`src/rtl/execute_mem_uncached_ctrl.sv`:
```
// rtl/execute_mem_uncached_ctrl.sv - uncached load/store sequencer for the memory-execute stage
//
// Takes an uncached load or store from the stage-1 register and runs it on the
// external bus, which allows one outstanding transaction. Stage 1 is stalled
// while the access is in flight, and the completion is returned to writeback
// with its ROB tag and fetch id.
//
// Ports:
//   clk, resetn            clock, synchronous active-low reset
//   bco_valid              branch-commit override flush
//   i_valid .. i_src1_value stage-1 entry (tag, fetch id, size, kind, address, store data)
//   o_stall                holds the stage-1 register
//   o_bus_* / i_bus_*      single-outstanding bus request/acknowledge port
//   o_wb_*                 one-cycle completion to writeback
module execute_mem_uncached_ctrl #(
  parameter int ROB_W = 4,
  parameter int FID_W = 8
) (
  input  logic             clk,
  input  logic             resetn,
  input  logic             bco_valid,
  input  logic             i_valid,
  input  logic [ROB_W-1:0] i_dst_rob,
  input  logic [FID_W-1:0] i_fid,
  input  logic             i_s_byte,
  input  logic             i_s_store,
  input  logic             i_s_load,
  input  logic [31:0]      i_p_addr,
  input  logic             i_p_uncached,
  input  logic [31:0]      i_src1_value,
  output logic             o_stall,
  output logic             o_bus_req,
  output logic             o_bus_we,
  output logic [31:0]      o_bus_addr,
  output logic [31:0]      o_bus_wdata,
  output logic [3:0]       o_bus_strb,
  input  logic             i_bus_ack,
  input  logic [31:0]      i_bus_rdata,
  output logic             o_wb_valid,
  output logic [ROB_W-1:0] o_wb_dst_rob,
  output logic [FID_W-1:0] o_wb_fid,
  output logic [31:0]      o_wb_data
);

  localparam logic [1:0] ST_IDLE  = 2'd0;
  localparam logic [1:0] ST_REQ   = 2'd1;
  localparam logic [1:0] ST_DRAIN = 2'd2;
  localparam logic [1:0] ST_RESP  = 2'd3;

  logic [1:0]       state_q, state_d;
  logic [ROB_W-1:0] rob_q, rob_d;
  logic [FID_W-1:0] fid_q, fid_d;
  logic             byte_q, byte_d;
  logic             store_q, store_d;
  logic [31:0]      addr_q, addr_d;
  logic [31:0]      wdata_q, wdata_d;
  logic [3:0]       strb_q, strb_d;
  logic [31:0]      data_q, data_d;

  logic             accept;
  logic [31:0]      rdata_shifted;
  logic [31:0]      load_result;

  assign accept = (state_q == ST_IDLE) & i_valid & i_p_uncached &
                  (i_s_load | i_s_store) & ~bco_valid;

  // Byte accesses keep the unaligned address, so addr_q[1:0] selects the
  // little-endian lane of the returned word.
  assign rdata_shifted = i_bus_rdata >> {addr_q[1:0], 3'b000};
  assign load_result   = store_q ? 32'h0 :
                         byte_q  ? {24'h0, rdata_shifted[7:0]} : i_bus_rdata;

  always_comb begin
    state_d = state_q;
    rob_d   = rob_q;
    fid_d   = fid_q;
    byte_d  = byte_q;
    store_d = store_q;
    addr_d  = addr_q;
    wdata_d = wdata_q;
    strb_d  = strb_q;
    data_d  = data_q;
    case (state_q)
      ST_IDLE: begin
        if (accept) begin
          state_d = ST_REQ;
          rob_d   = i_dst_rob;
          fid_d   = i_fid;
          byte_d  = i_s_byte;
          store_d = i_s_store;  // load+store together is a store
          addr_d  = i_s_byte ? i_p_addr : {i_p_addr[31:2], 2'b00};
          strb_d  = i_s_byte ? (4'b0001 << i_p_addr[1:0]) : 4'hF;
          wdata_d = i_s_byte ? {4{i_src1_value[7:0]}} : i_src1_value;
          data_d  = 32'h0;
        end
      end
      ST_REQ: begin
        if (i_bus_ack) begin
          state_d = bco_valid ? ST_IDLE : ST_RESP;
          data_d  = load_result;
        end else if (bco_valid) begin
          // The request is already visible on the bus; finish it silently.
          state_d = ST_DRAIN;
        end
      end
      ST_DRAIN: begin
        if (i_bus_ack) state_d = ST_IDLE;
      end
      ST_RESP: begin
        state_d = ST_IDLE;
      end
      default: begin
        state_d = ST_IDLE;
      end
    endcase
  end

  always_ff @(posedge clk) begin
    if (!resetn) begin
      state_q <= ST_IDLE;
      rob_q   <= '0;
      fid_q   <= '0;
      byte_q  <= 1'b0;
      store_q <= 1'b0;
      addr_q  <= 32'h0;
      wdata_q <= 32'h0;
      strb_q  <= 4'h0;
      data_q  <= 32'h0;
    end else begin
      state_q <= state_d;
      rob_q   <= rob_d;
      fid_q   <= fid_d;
      byte_q  <= byte_d;
      store_q <= store_d;
      addr_q  <= addr_d;
      wdata_q <= wdata_d;
      strb_q  <= strb_d;
      data_q  <= data_d;
    end
  end

  assign o_bus_req    = (state_q == ST_REQ) | (state_q == ST_DRAIN);
  assign o_stall      = accept | o_bus_req;
  assign o_bus_we     = store_q;
  assign o_bus_addr   = addr_q;
  assign o_bus_wdata  = wdata_q;
  assign o_bus_strb   = strb_q;
  assign o_wb_valid   = (state_q == ST_RESP) & ~bco_valid;
  assign o_wb_dst_rob = rob_q;
  assign o_wb_fid     = fid_q;
  assign o_wb_data    = data_q;

endmodule

```
`config.mk`:
```
export PLATFORM = sky130hd
export DESIGN_NAME = execute_mem_uncached_ctrl
export DESIGN_NICKNAME = d
export VERILOG_FILES = /design/src/rtl/execute_mem_uncached_ctrl.sv
export SDC_FILE = /design/constraint.sdc
export NUM_CORES = 1
export LEC_CHECK = 0
export BUFFER_PORTS_ARGS = -buffer_cell sky130_fd_sc_hd__buf_2
export CORE_MARGIN = 1.5
export CORE_UTILIZATION = 46
export CTS_CLUSTER_DIAMETER = 30
export CTS_CLUSTER_SIZE = 28
export DETAILED_ROUTE_END_ITERATION = 8
export GPL_ROUTABILITY_DRIVEN = 0
export PLACE_DENSITY = 0.8
export SETUP_SLACK_MARGIN = 0.02
export SYNTH_ARGS = -nofsm -noshare
export SYNTH_HDL_FRONTEND = slang
export SYNTH_SLANG_ARGS = --single-unit
```
`constraint.sdc`:
```
create_clock -name clk -period 1.94 [get_ports clk]
set_clock_uncertainty 0.05 [all_clocks]
set_input_delay 0.582 -clock clk [delete_from_list [all_inputs] [get_ports clk]]
set_output_delay 0.582 -clock clk [all_outputs]
set_load 0.005 [all_outputs]
```
==> results of run 1 <==
worst max path at each step:
stage	from	end	slack, ps	cells after the start
after global placement	i_s_store	o_stall	-120	5
after detailed placement	i_s_store	o_stall	-170	5
after floorplan	state_q[0]	o_stall	90	6
after global routing	state_q[0]	o_stall	-410	6
after CTS	state_q[1]	o_stall	-350	6
final	state_q[0]	o_stall	-340	6
flip-flops by register name, summed over array words and instances, names as in the netlist:
signal and cells:
o_wb_fid 8, o_wb_data 32, o_bus_addr 32, o_bus_we 1, state_q 2, o_bus_strb 4
o_wb_dst_rob 4, byte_q 1, o_bus_wdata 32
layout by cell type, fill, tap and decap left out, types with 3 or more instances in the layout:
master,Yosys,layout
sky130_fd_sc_hd__buf_4,0,20
sky130_fd_sc_hd__nand3_1,10,10
sky130_fd_sc_hd__clkinv_2,0,5
sky130_fd_sc_hd__inv_2,0,3
sky130_fd_sc_hd__bufinv_16,0,3
sky130_fd_sc_hd__buf_6,2,5
sky130_fd_sc_hd__ha_1,5,3
sky130_fd_sc_hd__inv_1,13,10
sky130_fd_sc_hd__a21boi_1,13,12
sky130_fd_sc_hd__clkbuf_16,0,18
sky130_fd_sc_hd__clkbuf_8,0,3
sky130_fd_sc_hd__a22o_1,24,24
sky130_fd_sc_hd__nand2b_1,3,3
sky130_fd_sc_hd__nand2_1,141,141
sky130_fd_sc_hd__mux2i_1,28,28
sky130_fd_sc_hd__buf_2,25,230
sky130_fd_sc_hd__nor2b_1,4,3
sky130_fd_sc_hd__o21ai_0,3,3
sky130_fd_sc_hd__buf_12,0,5
sky130_fd_sc_hd__a31oi_1,3,3
sky130_fd_sc_hd__o211a_1,28,28
sky130_fd_sc_hd__dfxtp_1,116,112
sky130_fd_sc_hd__o2bb2ai_1,8,8
sky130_fd_sc_hd__dfxtp_2,0,4
sky130_fd_sc_hd__o22ai_1,10,10
sky130_fd_sc_hd__a21boi_0,42,42
power breakdown:
group | internal [mW] | switching, mW
Sequential | 2.47 | 0.0479
Clock | 2.00 | 1.03
Combinational | 0.384 | 0.358
repair_timing:
item / in CTS / in global routing
setup endpoints to repair: 3 / 14
gates cloned: 0 / 2
setup buffers: 2 / 2
gates resized for setup: 10 / 7
pin swaps: 2 / 0
layer usage:
layer / vias to the layer above / global-route usage [%]
li1: 2250 / -
met5: - / 0
met3: 14 / 8.235
met2: 205 / 43.80
met4: 0 / 7.242
met1: 2159 / 26.72
stage by stage:
stage               TNS (ps)  hold WS, ps  instances  setup WS (ps)  cell area (um2)
CTS                   -414.3        238.6        889         -348.4             6739
finish                -374.7        259.2        893         -341.8             6834
global placement      -124.8        389.3        856         -124.8             6118
floorplan                  0        401.4        509          85.78             4742
global route          -499.7        230.5        893         -411.9             6834
detailed placement     -2870        393.9        856         -174.4             6118
cell families after synthesis:
| kind of cell | count (synthesis) | share of synthesized area (%) |
|---|---|---|
| compound gates | 139 | 24.01 |
| fa+ha+maj | 5 | 1.319 |
| buf+inv | 55 | 5.330 |
| flops | 116 | 48.97 |
| mux | 28 | 5.910 |
| simple gates | 166 | 14.46 |
worst reg2reg max path, cell delays in order (launching register included):
cell                       delay, ps
sky130_fd_sc_hd__dfxtp_2         330
sky130_fd_sc_hd__inv_2            50
sky130_fd_sc_hd__buf_4           120
sky130_fd_sc_hd__buf_4           130
sky130_fd_sc_hd__ha_1            220
sky130_fd_sc_hd__nor2b_1         150
sky130_fd_sc_hd__o21bai_1        180
sky130_fd_sc_hd__nand2_1         110
sky130_fd_sc_hd__o311a_1         340
area by class of cell:
type	instances	area, um2
fill	767	3030
sequential	116	2327
multi-input combinational	338	2203
timing repair buffer	262	1508
clock buffer	21	449.2
tap	133	166.4
clock inverter	10	131.4
inverter	13	48.80
==> results, run 1 <==
- The total number of yosys warnings is 0.
- The routed layout has about 4600 vias.
- After detailed routing, the met3 layer carries 1120 um of wire.
- Setup violations remaining at the end of the flow were counted as 2.
- At the worst endpoint, the required time is 1310 ps.
- The worst hold path terminates at o_wb_data[18].
- Cells with a size suffix above 1 make up 40.26% of the layout.
- The clock latency at the later pin of the worst-skew pair is 500 ps.
- Across the run, the number of max-cap violations was 0.
- The type of origin of the critical path is a register.
- Counting instances, the worst hold path has a depth of 2.
- Counting instances in the post-synthesis netlist gives the leading cell types as sky130_fd_sc_hd__nand2_1 (141), sky130_fd_sc_hd__dfxtp_1 (116), sky130_fd_sc_hd__a21boi_0 (42).
- The final max-slew violation count was 0.
- Once detail routing completed, the nets flagged for antenna violations numbered 0.
- The first global-routing pass estimated 21400 um of wire.
- The signal on the critical path passes through inv_2 > ha_4 > inv_2 > or3_4 > nand2b_1 > buf_2.
- The fraction of registers with async set/reset is 0%.
- Of all cell types, the one taking the most synthesized area is sky130_fd_sc_hd__dfxtp_1.
- The buffering stage count on the worst path with inverters included is 3.
- The number of antenna violations at the first check in global routing was 0.
- The top-level port count is 233.
- For this run, the leading register cell type out of synthesis is sky130_fd_sc_hd__dfxtp_1.
- The kind of path behind the tightest hold check is input pin to register.
- The slowest stage of the critical path belongs to the cell sky130_fd_sc_hd__or3_4.
- In this run, synthesis produced a sequential element count of 116.
- The H-tree depth is 4.
- The layout overhead on the synthesized area is 44.12%.
- After detailed routing, the number of remaining DRC violations is 0.
- Across all setup checks in the final design, the least slack found is -341.8 ps.
- The time the final worst path needs with I/O delays and setup is 2282 ps.
- The worst max-slew margin expressed relative to the limit is 62.38%.
- The net count of the mapped netlist is ~630.
- The cell area that synthesis handed to floorplanning was 4742 um2.
- The number of diodes added for antenna fixing is 0.
- The die width is 104.5 um.
- The worst setup path is captured at a primary output.
- Data arrives at the worst endpoint at 1650 ps.
- From bottom edge to top edge, the die measures 104.5 um.
- The clock-pin slew of the registers on the worst-case setup and hold paths is roughly 50 ps.
- In this run the most critical hold path is launched from i_bus_rdata[18].
- At the pin with the least slew margin, the transition time is 564.3 ps.
- Buffers inserted during clock tree synthesis total 17.
- The placed wire-length estimate is 9605 um.
- The hold violation count in the final report is 0.
- After floorplanning, the core was divided into 36 placement rows.
- After technology mapping, the gate count stands at slightly above 500.
- The final reports fail on negative setup slack.
- The post-synthesis sequential area ratio is 48.97%.
- The via count of the first global-routing pass is 4492.
- The longest clock path from root to sink contains 2 buffers.
- The die covers approximately 11000 um2.
- The vias per cell is 5.183.
- The routed length on met2 is 6913 um.
- The number of distinct library cell variants in the gate-level netlist after synthesis is 34.
- The delay of the slowest cell on the worst path is 370 ps.
- The count of hold buffers inserted by post-cts repair is 0.
- After detailed routing, the wire length on met1 is 5375 um.
- The count of cells along the worst register-to-register path is 8.
- TritonCTS built the clock tree.
- Dividing the detail-routed wire length by the instance count gives about 15 um.
- Setup repair after global routing could not meet its margin everywhere.
- Entering global routing, the biggest net connects 64 pins.
- The number of enable-type register cells in the synthesized netlist is 0.
- The library cell used as clock root buffer is sky130_fd_sc_hd__clkbuf_8.
- The count of input and output buffers is 232.
- The cell that appears most often on the critical path is sky130_fd_sc_hd__inv_2.
- The peak clock frequency supported by timing is 438.2 MHz.
- The end of the worst register-to-register path is state_q[0].
- Each instance of the synthesized netlist takes up on average between 9 and 10 um2.
- By area the synthesized netlist is led by sky130_fd_sc_hd__dfxtp_1 (49%), sky130_fd_sc_hd__nand2_1 (11%), sky130_fd_sc_hd__a21boi_0 (6.6%).
- The initial cell density of the core is about half.
- Clock tree synthesis found a total of 116 sinks.
- The maximum vdd drop is between 0.5 and 0.6 mV.
- The power after layout is ~6.3 mW.
- The share of synthesized area in the top cell type comes to 48.97%.
- Along the worst path, the maximum fanout reaches 2.
- For this run the aggregate overflow at the end of global routing stands at 0.
- The register-to-register path setup slack is about 150 ps.
- The total iterations of the first detailed-routing run is 7.
- The worst register-to-register path begins at state_q[1].
- The critical path in this run is classified as register to primary output.
- The final layout net count is 870.
- The period utilization is 117.6%.
- The analysis attributes to cell leakage a power of 3.547 nW.
- Once layout is complete, the utilization of the core stands at 69.28%.
- For this design the ratio of total power to cell area is 922.0 nW/um2.
- The library cell with the highest instance count after synthesis is sky130_fd_sc_hd__nand2_1.
- The aggregate global-route resource usage is 24.25%.
- The detailed-route wire length is around 14000 um.
- The core outline area is 9864 um2.
- In this run the top signal layer used is met4.
- The detailed router finished its first iteration with 275 violations.
- The cell family contributing the most delay on the critical path is simple AND/OR/NAND/NOR gates.
- The flow ran to the end, but the final reports show violations.
Note: power is estimated with default switching activity, not from simulation.
==> run 2, diff against run 1 <==
--- a/config.mk
+++ b/config.mk
@@ -12,7 +12,7 @@
 export CTS_CLUSTER_SIZE = 28
 export DETAILED_ROUTE_END_ITERATION = 8
 export GPL_ROUTABILITY_DRIVEN = 0
-export PLACE_DENSITY = 0.8
+export PLACE_DENSITY = 0.77
 export SETUP_SLACK_MARGIN = 0.02
 export SYNTH_ARGS = -nofsm -noshare
 export SYNTH_HDL_FRONTEND = slang
==> run 2 against run 1 <==
The run still ends with negative setup slack left. Total power increased by 6.0%. Clock-buffer cell count decreased by 2. Register-to-register slack got worse by 30 ps. Core utilization decreased by 0.051 points. Highest routed layer unchanged.
==> results, run 2 (synthesis results as in run 1) <==
- Outcome: complete, but fails checks (unchanged).
- Violated checks: negative setup slack (unchanged).
- The final max-slew violation count is 0 (unchanged).
- The peak clock frequency supported by timing came to 441.6 MHz (was 438.2 MHz).
- The data arrival time of the worst path was 1630 ps (was 1650 ps).
- The classification of the worst setup path is register to primary output (unchanged).
- The family with the most delay on the worst path is simple AND/OR/NAND/NOR gates (unchanged).
- The cell area power density was 978.3 nW/um2 (was 922.0 nW/um2).
- The required time of the worst setup path came to 1310 ps (about the same).
- The floorplan die area came to 10930 um2 (unchanged).
- The count of nets left with antenna violations after detail routing is 0 (unchanged).
- The delay of the slowest cell on the worst path is 360 ps (was 370 ps).
- The fraction of final layout cells sized beyond drive strength 1 is 39.79% (was 40.26%).
- The clock latency at the later pin of the worst-skew pair is 510 ps (was 500 ps).
- The total iterations of the first detailed-routing run is 5 (was 7).
- The count of input and output buffers is 232 (unchanged).
- The max-cap violation count is 0 (unchanged).
- The via count of the first global-routing pass is 4431 (was 4492).
- The first-pass GRT wire length is 21430 um (was 21400 um).
- The hold violation count in the final report was 0 (unchanged).
- Commonest cells after routing, fill and taps aside: sky130_fd_sc_hd__buf_2 (230), sky130_fd_sc_hd__nand2_1 (141), sky130_fd_sc_hd__dfxtp_1 (113), sky130_fd_sc_hd__a21boi_0 (42) (was sky130_fd_sc_hd__buf_2 (230), sky130_fd_sc_hd__nand2_1 (141), sky130_fd_sc_hd__dfxtp_1 (112), sky130_fd_sc_hd__a21boi_0 (42)).
- The kind of path behind the tightest hold check is input pin to register (unchanged).
- Cell-by-cell trace of the critical path: inv_2 > ha_4 > inv_2 > or3_4 > nand2b_1 > buf_2 (unchanged).
- The deepest clock path buffer count came to 2 (unchanged).
- The final setup slack of the worst path is -324.7 ps (was -341.8 ps).
- The area of all placed cells without fillers is 6829 um2 (was 6834 um2).
- The DRC violation total after the first TritonRoute iteration is 203 (was 275).
- The detailed-route wire length is 13560 um (was 13540 um).
- The final layout net count is 863 (was 870).
- The worst max-slew margin expressed relative to the limit came to 62.85% (was 62.38%).
- The source of the worst register-to-register timing path is state_q[1] (unchanged).
- The overall overflow remaining after global route came to 0 (unchanged).
- The switching fraction of total power came to 22.23% (was 22.86%).
- The core outline area is 9864 um2 (unchanged).
- The number of antenna violations at the first check in global routing is 0 (unchanged).
- The biggest fanout along the worst timing path is 2 (unchanged).
- The end of the worst register-to-register path was state_q[0] (unchanged).
- The aggregate global-route resource usage is 24.60% (was 24.25%).
- RSZ-0062 raised after global routing: yes (unchanged).
- The H-tree depth is 4 (unchanged).
- The part of the total power dissipated in sequential elements is 37.7% (was 40.0%).
- The initial cell density of the core is 48.07% (unchanged).
- The post-route DRC violation count is 0 (unchanged).
- The die width is 104.5 um (unchanged).
- The endpoint kind of the worst setup timing path is a primary output (unchanged).
- The worst setup slack before clock tree synthesis was -87.12 ps (was -174.4 ps).
- The buffering stage count on the worst path with inverters included was 3 (unchanged).
- The internal power consumption came to 5.196 mW (was 4.861 mW).
- The time the final worst path needs with I/O delays and setup was 2265 ps (was 2282 ps).
- The leading cell type in the layout, fill and taps excluded is sky130_fd_sc_hd__buf_2 (unchanged).
- The static power due to leakage is 3.525 nW (was 3.547 nW).
- The register-to-register path setup slack is 120 ps (was 150 ps).
- The library cell used as clock root buffer is sky130_fd_sc_hd__clkbuf_8 (unchanged).
- The number of diodes added for antenna fixing is 0 (unchanged).
- The portion of total power attributed to the clock network is 51.8% (was 48.2%).
- The clock tree from TritonCTS is yes (unchanged).
- The pin count of the biggest net entering global routing is 66 (was 64).
- The net switching power came to 1.485 mW (was 1.440 mW).
- The number of stages on the worst hold path is 2 (unchanged).
- The clock-pin slew of the registers on the worst-case setup and hold paths is 60 ps (was 50 ps).
- The cell with the largest stage delay on the worst path is sky130_fd_sc_hd__or3_4 (unchanged).
- The count of cells along the worst register-to-register path came to 8 (unchanged).
- The total placed instance area is 6103 um2 (was 6118 um2).
- The combinational group share of total power is 10.5% (was 11.8%).
- The count of hold buffers inserted by post-cts repair is 0 (unchanged).
- The maximum vdd drop is 0.5075 mV (was 0.5845 mV).
- The power after layout was 6.681 mW (was 6.301 mW).
- The sink count of the clock tree is 116 (unchanged).
- The slew at the pin closest to its max-slew limit was 557.2 ps (was 564.3 ps).
- The vias per cell is 5.132 (was 5.183).
- The type of origin of the critical path is a register (unchanged).
- The die span in y is 104.5 um (unchanged).
- The post-route worst hold slack is 253.6 ps (was 259.2 ps).
- The worst-case hold path end point is o_wb_data[22] (was o_wb_data[18]).
- The period utilization is 116.7% (was 117.6%).
- The number of rows created at floorplan is 36 (unchanged).
- The routed wirelength normalized by instance count is 15.28 um (was 15.16 um).
- The summed negative setup slack over all endpoints is -367.5 ps (was -374.7 ps).
- The top-level port count is 233 (unchanged).
- The layout overhead on the synthesized area was 44.01% (was 44.12%).
- The total setup violations reported at the end of the flow is 2 (unchanged).
- The number of CTS-inserted buffers is 17 (unchanged).
- The count of vias placed by the detailed router is 4552 (was 4628).
- The most numerous cell on the critical path is sky130_fd_sc_hd__inv_2 (unchanged).
- The origin of the worst min-delay path is i_bus_rdata[22] (was i_bus_rdata[18]).
- The placed wire-length estimate is 9441 um (was 9605 um).
## run 2: cell count changes in the layout (fill, tap and decap cells not counted), moves of 2 or more
cell,change
sky130_fd_sc_hd__bufinv_16,+3
sky130_fd_sc_hd__clkinvlp_4,+2
sky130_fd_sc_hd__clkbuf_16,-2
sky130_fd_sc_hd__buf_6,-2
sky130_fd_sc_hd__clkinv_2,-3
sky130_fd_sc_hd__buf_4,-3
## run 2: what timing repair did
action | 4_1_cts | 5_1_grt
pin swaps | 2 | 1
endpoints found under the setup margin | 4 | 4
resized for setup | 10 | 6
buffers inserted | 1 | 2
## run 2: per-stage QoR
stage | std cells | utilization (%)
detailed placement | 854 | 61.87
global route | 887 | 69.23
floorplan | 509 | -
CTS | 886 | 68.85
finish | 887 | 69.23
global placement | 854 | 61.87
## run 2: worst register-to-register path, delay by kind of cell (launching register included)
kind | cells | cell delay, ps
fa+ha+maj | 1 | 220
compound gates | 2 | 530
flops | 1 | 330
buf+inv | 3 | 310
simple gates | 2 | 270
## run 2: final cells by class
class,count,area [um2]
inverters,13,48.80
repair buffers,255,1413
multi-input cells,338,2213
flip-flops and latches,116,2326
well taps,133,166.4
clock inverters,13,230.2
clock buffers,19,431.7
fillers,769,3035
## run 2: worst max path at each step
stage,endpoint,slack [ps],from,cells past startpoint
4_1_cts,o_stall,-340,state_q[1],6
3_3_place_gp,o_stall,-80,i_s_store,5
6_report,o_stall,-320,state_q[0],6
3_5_place_dp,o_stall,-90,i_s_store,5
2_1_floorplan,o_stall,90,state_q[0],6
5_1_grt,o_stall,-410,state_q[0],6
## run 2: routing by layer
layer,global-route usage [%],routed length [um],vias up
li1,-,-,2224
met1,27.55,5519,2132
met2,42.67,6884,180
met3,8.734,955,16
met4,9.325,195,0
met5,0,0,-
## run 2: power groups by stage
stage          sequential, mW  clock (mW)  combinational [mW]
6_report                 2.52        3.46               0.698
5_1_grt                  2.53        3.66               0.760
4_1_cts                  2.52        3.51               0.691
3_5_place_dp             2.57           0               0.676
3_3_place_gp             2.56           0               0.654
2_1_floorplan            2.57           0               0.317
==> run 3, diff against run 2 <==
--- a/config.mk
+++ b/config.mk
@@ -5,6 +5,7 @@
 export SDC_FILE = /design/constraint.sdc
 export NUM_CORES = 1
 export LEC_CHECK = 0
+export ABC_AREA = 1
 export BUFFER_PORTS_ARGS = -buffer_cell sky130_fd_sc_hd__buf_2
 export CORE_MARGIN = 1.5
 export CORE_UTILIZATION = 46
==> constraint.sdc (replaced) <==
create_clock -name clk -period 2.5 [get_ports clk]
set_clock_uncertainty 0.05 [all_clocks]
set_input_delay 0.75 -clock clk [delete_from_list [all_inputs] [get_ports clk]]
set_output_delay 0.75 -clock clk [all_outputs]
set_load 0.005 [all_outputs]
==> run 3 against run 2 <==
The flow now finishes without violations. Critical path depth grew 2. Global-route usage grew 1.6 points. Register-to-register slack gained 370 ps. Design area shrank 0.84%. Synthesized area grew 1.1%. Clock power shrank 23%. Combinational power grew 85%. Sequential power shrank 17%. Cell count grew 18%. Wire length grew 5.0%. Total power shrank 9.3%. Synthesized cell count grew 32%.
==> results, run 3 <==
- Post-synth top cells: sky130_fd_sc_hd__nand2_1 (240), sky130_fd_sc_hd__dfxtp_1 (116), sky130_fd_sc_hd__a21oi_1 (86) (was sky130_fd_sc_hd__nand2_1 (141), sky130_fd_sc_hd__dfxtp_1 (116), sky130_fd_sc_hd__a21boi_0 (42)).
- The worst max-slew margin expressed relative to the limit is 38.94% (was 62.85%).
- The deepest clock path buffer count is 2 (unchanged).
- The time the final worst path needs with I/O delays and setup is 2372 ps.
- The via count of the first global-routing pass was 4732 (was 4431).
- The register area was 2325 um2 (was 2326 um2).
- The post-route worst hold slack is 409.0 ps (was 253.6 ps).
- The summed negative setup slack over all endpoints is 0 ps (was -367.5 ps).
- The placed wire-length estimate was 9779 um (was 9441 um).
- The hold violation count in the final report was 0 (unchanged).
- The leading cell type in the layout, fill and taps excluded is sky130_fd_sc_hd__nand2_1 (was sky130_fd_sc_hd__buf_2).
- The total number of yosys warnings is 0 (unchanged).
- The cell area power density is 895.2 nW/um2 (was 978.3 nW/um2).
- The net count of the mapped netlist was 796 (was 631).
- The count of vias placed by the detailed router is 5116 (was 4552).
- The pin count of the biggest net entering global routing is 104 (was 66).
- The number of antenna violations at the first check in global routing was 0 (unchanged).
- The fraction of final layout cells sized beyond drive strength 1 is 32.39% (was 39.79%).
- The post-synthesis sequential area ratio was 48.45% (was 48.97%).
- The number of diodes added for antenna fixing is 0 (unchanged).
- The classification of the worst setup path is register to primary output (unchanged).
- The top-level port count came to 233 (unchanged).
- The netlist area before placement is 4793 um2 (was 4742 um2).
- The maximum vdd drop is 0.4624 mV (was 0.5075 mV).
- The count of nets left with antenna violations after detail routing is 0 (unchanged).
- The post-synthesis cell count is 674 (was 509).
- The endpoint kind of the worst setup timing path is a primary output (unchanged).
- Synth top area cells: sky130_fd_sc_hd__dfxtp_1 (48%), sky130_fd_sc_hd__nand2_1 (19%), sky130_fd_sc_hd__a21oi_1 (9.0%) (was sky130_fd_sc_hd__dfxtp_1 (49%), sky130_fd_sc_hd__nand2_1 (11%), sky130_fd_sc_hd__a21boi_0 (6.6%)).
- The static power due to leakage is 3.369 nW (was 3.525 nW).
- The core outline area is 10230 um2 (was 9864 um2).
- Commonest cells after routing, fill and taps aside: sky130_fd_sc_hd__nand2_1 (240), sky130_fd_sc_hd__buf_2 (231), sky130_fd_sc_hd__dfxtp_1 (114), sky130_fd_sc_hd__a21oi_1 (86), sky130_fd_sc_hd__nor2_1 (54) (was sky130_fd_sc_hd__buf_2 (230), sky130_fd_sc_hd__nand2_1 (141), sky130_fd_sc_hd__dfxtp_1 (113), sky130_fd_sc_hd__a21boi_0 (42)).
- The library cell used as clock root buffer is sky130_fd_sc_hd__clkbuf_8 (unchanged).
- The die span in y was 105.1 um (was 104.5 um).
- The count of input and output buffers is 232 (unchanged).
- The floorplan die area is 11040 um2 (was 10930 um2).
- The kind of path behind the tightest hold check is register to register (was input pin to register).
- The share of Yosys cell area claimed by the top area cell type is 48.45% (was 48.97%).
- The number of enable-type register cells in the synthesized netlist is 0 (unchanged).
- Outcome: finished clean (was complete, but fails checks).
- The clock latency at the later pin of the worst-skew pair is 510 ps (about the same).
- RSZ-0062 raised after global routing: no (was yes).
- The library cell with the highest instance count after synthesis was sky130_fd_sc_hd__nand2_1 (unchanged).
- The multi-input combinational cell area is 2116 um2 (was 2213 um2).
- The die width came to 105.1 um (was 104.5 um).
- The routed wirelength normalized by instance count is 13.55 um (was 15.28 um).
- The slew at the pin closest to its max-slew limit came to 915.9 ps (was 557.2 ps).
- The aggregate global-route resource usage is 26.16% (was 24.60%).
- The layout overhead on the synthesized area is 41.27% (was 44.01%).
- The data arrival time of the worst path is 1570 ps (was 1630 ps).
- The required time of the worst setup path was 1700 ps (was 1310 ps).
- The period utilization is 94.89%.
- The detailed-route wire length is 14230 um (was 13560 um).
- The type of origin of the critical path was a register (unchanged).
- The post-route DRC violation count is 0 (unchanged).
- The first-pass GRT wire length is 23120 um (was 21430 um).
- For this run, the top clock speed supported by timing is 421.5 MHz.
- The number of CTS-inserted buffers is 17 (unchanged).
- The post-synthesis cell type with the largest combined area is sky130_fd_sc_hd__dfxtp_1 (unchanged).
- The vias per cell came to 4.872 (was 5.132).
- The initial cell density of the core was 46.85% (was 48.07%).
- The fraction of registers with async set/reset was 0% (unchanged).
- The H-tree depth is 4 (unchanged).
- The max-cap violation count is 0 (unchanged).
- The total setup violations reported at the end of the flow was 0 (was 2).
- The number of rows created at floorplan came to 37 (was 36).
- The total iterations of the first detailed-routing run is 7 (was 5).
- The flip-flop cell with the highest count after synthesis is sky130_fd_sc_hd__dfxtp_1 (unchanged).
- The flip-flop and latch count after synthesis was 116 (unchanged).
- The clock tree from TritonCTS is yes (unchanged).
- The fill cell instance count of the final layout is 958 (was 769).
- The final max-slew violation count came to 0 (unchanged).
- The count of hold buffers inserted by post-cts repair is 0 (unchanged).
- The biggest fanout along the worst timing path is 4 (was 2).
- The average footprint of a synthesized cell is 7.112 um2 (was 9.316 um2).
- The overall overflow remaining after global route came to 0 (unchanged).
- The DRC violation total after the first TritonRoute iteration is 278 (was 203).
- The number of distinct library cell variants in the gate-level netlist after synthesis is 28 (was 34).
- The final layout net count is 1023 (was 863).
- The clock-pin slew of the registers on the worst-case setup and hold paths is 60 ps (about the same).
- The sink count of the clock tree is 116 (unchanged).
[run 3: cell count changes after synthesis, sizes merged, moves of 21 or more]
| cell | before | now |
|---|---|---|
| o211a | 28 | 1 |
| nand2 | 141 | 242 |
| inv | 13 | 50 |
| a31oi | 3 | 24 |
| a22o | 24 | 0 |
| mux2i | 28 | 0 |
| o21ai | 4 | 34 |
| a21oi | 0 | 87 |
| a21boi | 55 | 7 |
| nor2 | 1 | 57 |
[run 3: path summary, 6_finish.rpt]
kind	slack (ps)	depth (start not counted)	to	startpoint
worst max-delay path	130	8	o_stall	state_q[0]
worst min-delay path	410	2	o_wb_data[9]	o_wb_data[9]
worst max register to register	490	9	o_bus_strb[3]	state_q[0]
worst min register to register	410	2	o_wb_data[9]	o_wb_data[9]
[run 3: what timing repair did]
action                                  4_1_cts  5_1_grt
endpoints found under the setup margin        1        1
gates resized for setup                       5        6
endpoints found under the hold margin         0        0
buffers inserted                              2        3
[run 3: through the flow]
stage / cell area, um2 / instances / total power, mW / utilization (%) / setup slack [ps]
floorplan: 4793 / 674 / 2.836 / - / 252.4
global placement: 6053 / 1013 / 3.255 / 59.17 / 237.1
detailed placement: 6053 / 1013 / 3.265 / 59.17 / 172.9
CTS: 6725 / 1047 / 5.980 / 65.73 / 26.82
global route: 6771 / 1050 / 6.351 / 66.19 / 53.89
finish: 6771 / 1050 / 6.062 / 66.19 / 127.7
[run 3: per-layer routing]
metal | up-vias | routed length, um | GRT usage (%)
met2 | 216 | 6953 | 43.93
met3 | 15 | 1164 | 8.546
met1 | 2281 | 5936 | 31.86
met4 | 0 | 177 | 7.632
met5 | - | 0 | 0
li1 | 2604 | - | -
[run 3: cell type report]
| type | count | share of cell area (%) |
|---|---|---|
| multi-input cells | 467 | 31.25 |
| repair buffers | 248 | 19.38 |
| well taps | 136 | 2.513 |
| inverters | 51 | 2.901 |
| flip-flops and latches | 116 | 34.33 |
| clock inverters | 13 | 3.252 |
| clock buffers | 19 | 6.375 |
[run 3: cells by family after synthesis]
kind of cell | count (synthesis) | share of synthesized area (%)
adder cells (fa/ha/maj) | 5 | 1.305
AND/OR/NAND/NOR | 307 | 25.06
buffers and inverters | 91 | 7.726
flip-flops | 116 | 48.45
AO/OA/AOI/OAI | 155 | 17.46
[run 3: critical path: stages (launching register included)]
cell and delay, ps:
sky130_fd_sc_hd__dfxtp_2 350, sky130_fd_sc_hd__inv_4 50, sky130_fd_sc_hd__ha_4 160, sky130_fd_sc_hd__inv_2 40, sky130_fd_sc_hd__nor2_2 30, sky130_fd_sc_hd__nand3_2 60, sky130_fd_sc_hd__inv_2 40, sky130_fd_sc_hd__or2_4 220
sky130_fd_sc_hd__buf_6 110
[run 3: report_power, final]
part / total [mW] / leakage, nW / internal [mW] / switching, mW
combinational: 1.29 / 2.12 / 0.531 / 0.761
sequential: 2.09 / 0.940 / 2.00 / 0.0832
clock: 2.68 / 0.312 / 1.77 / 0.916
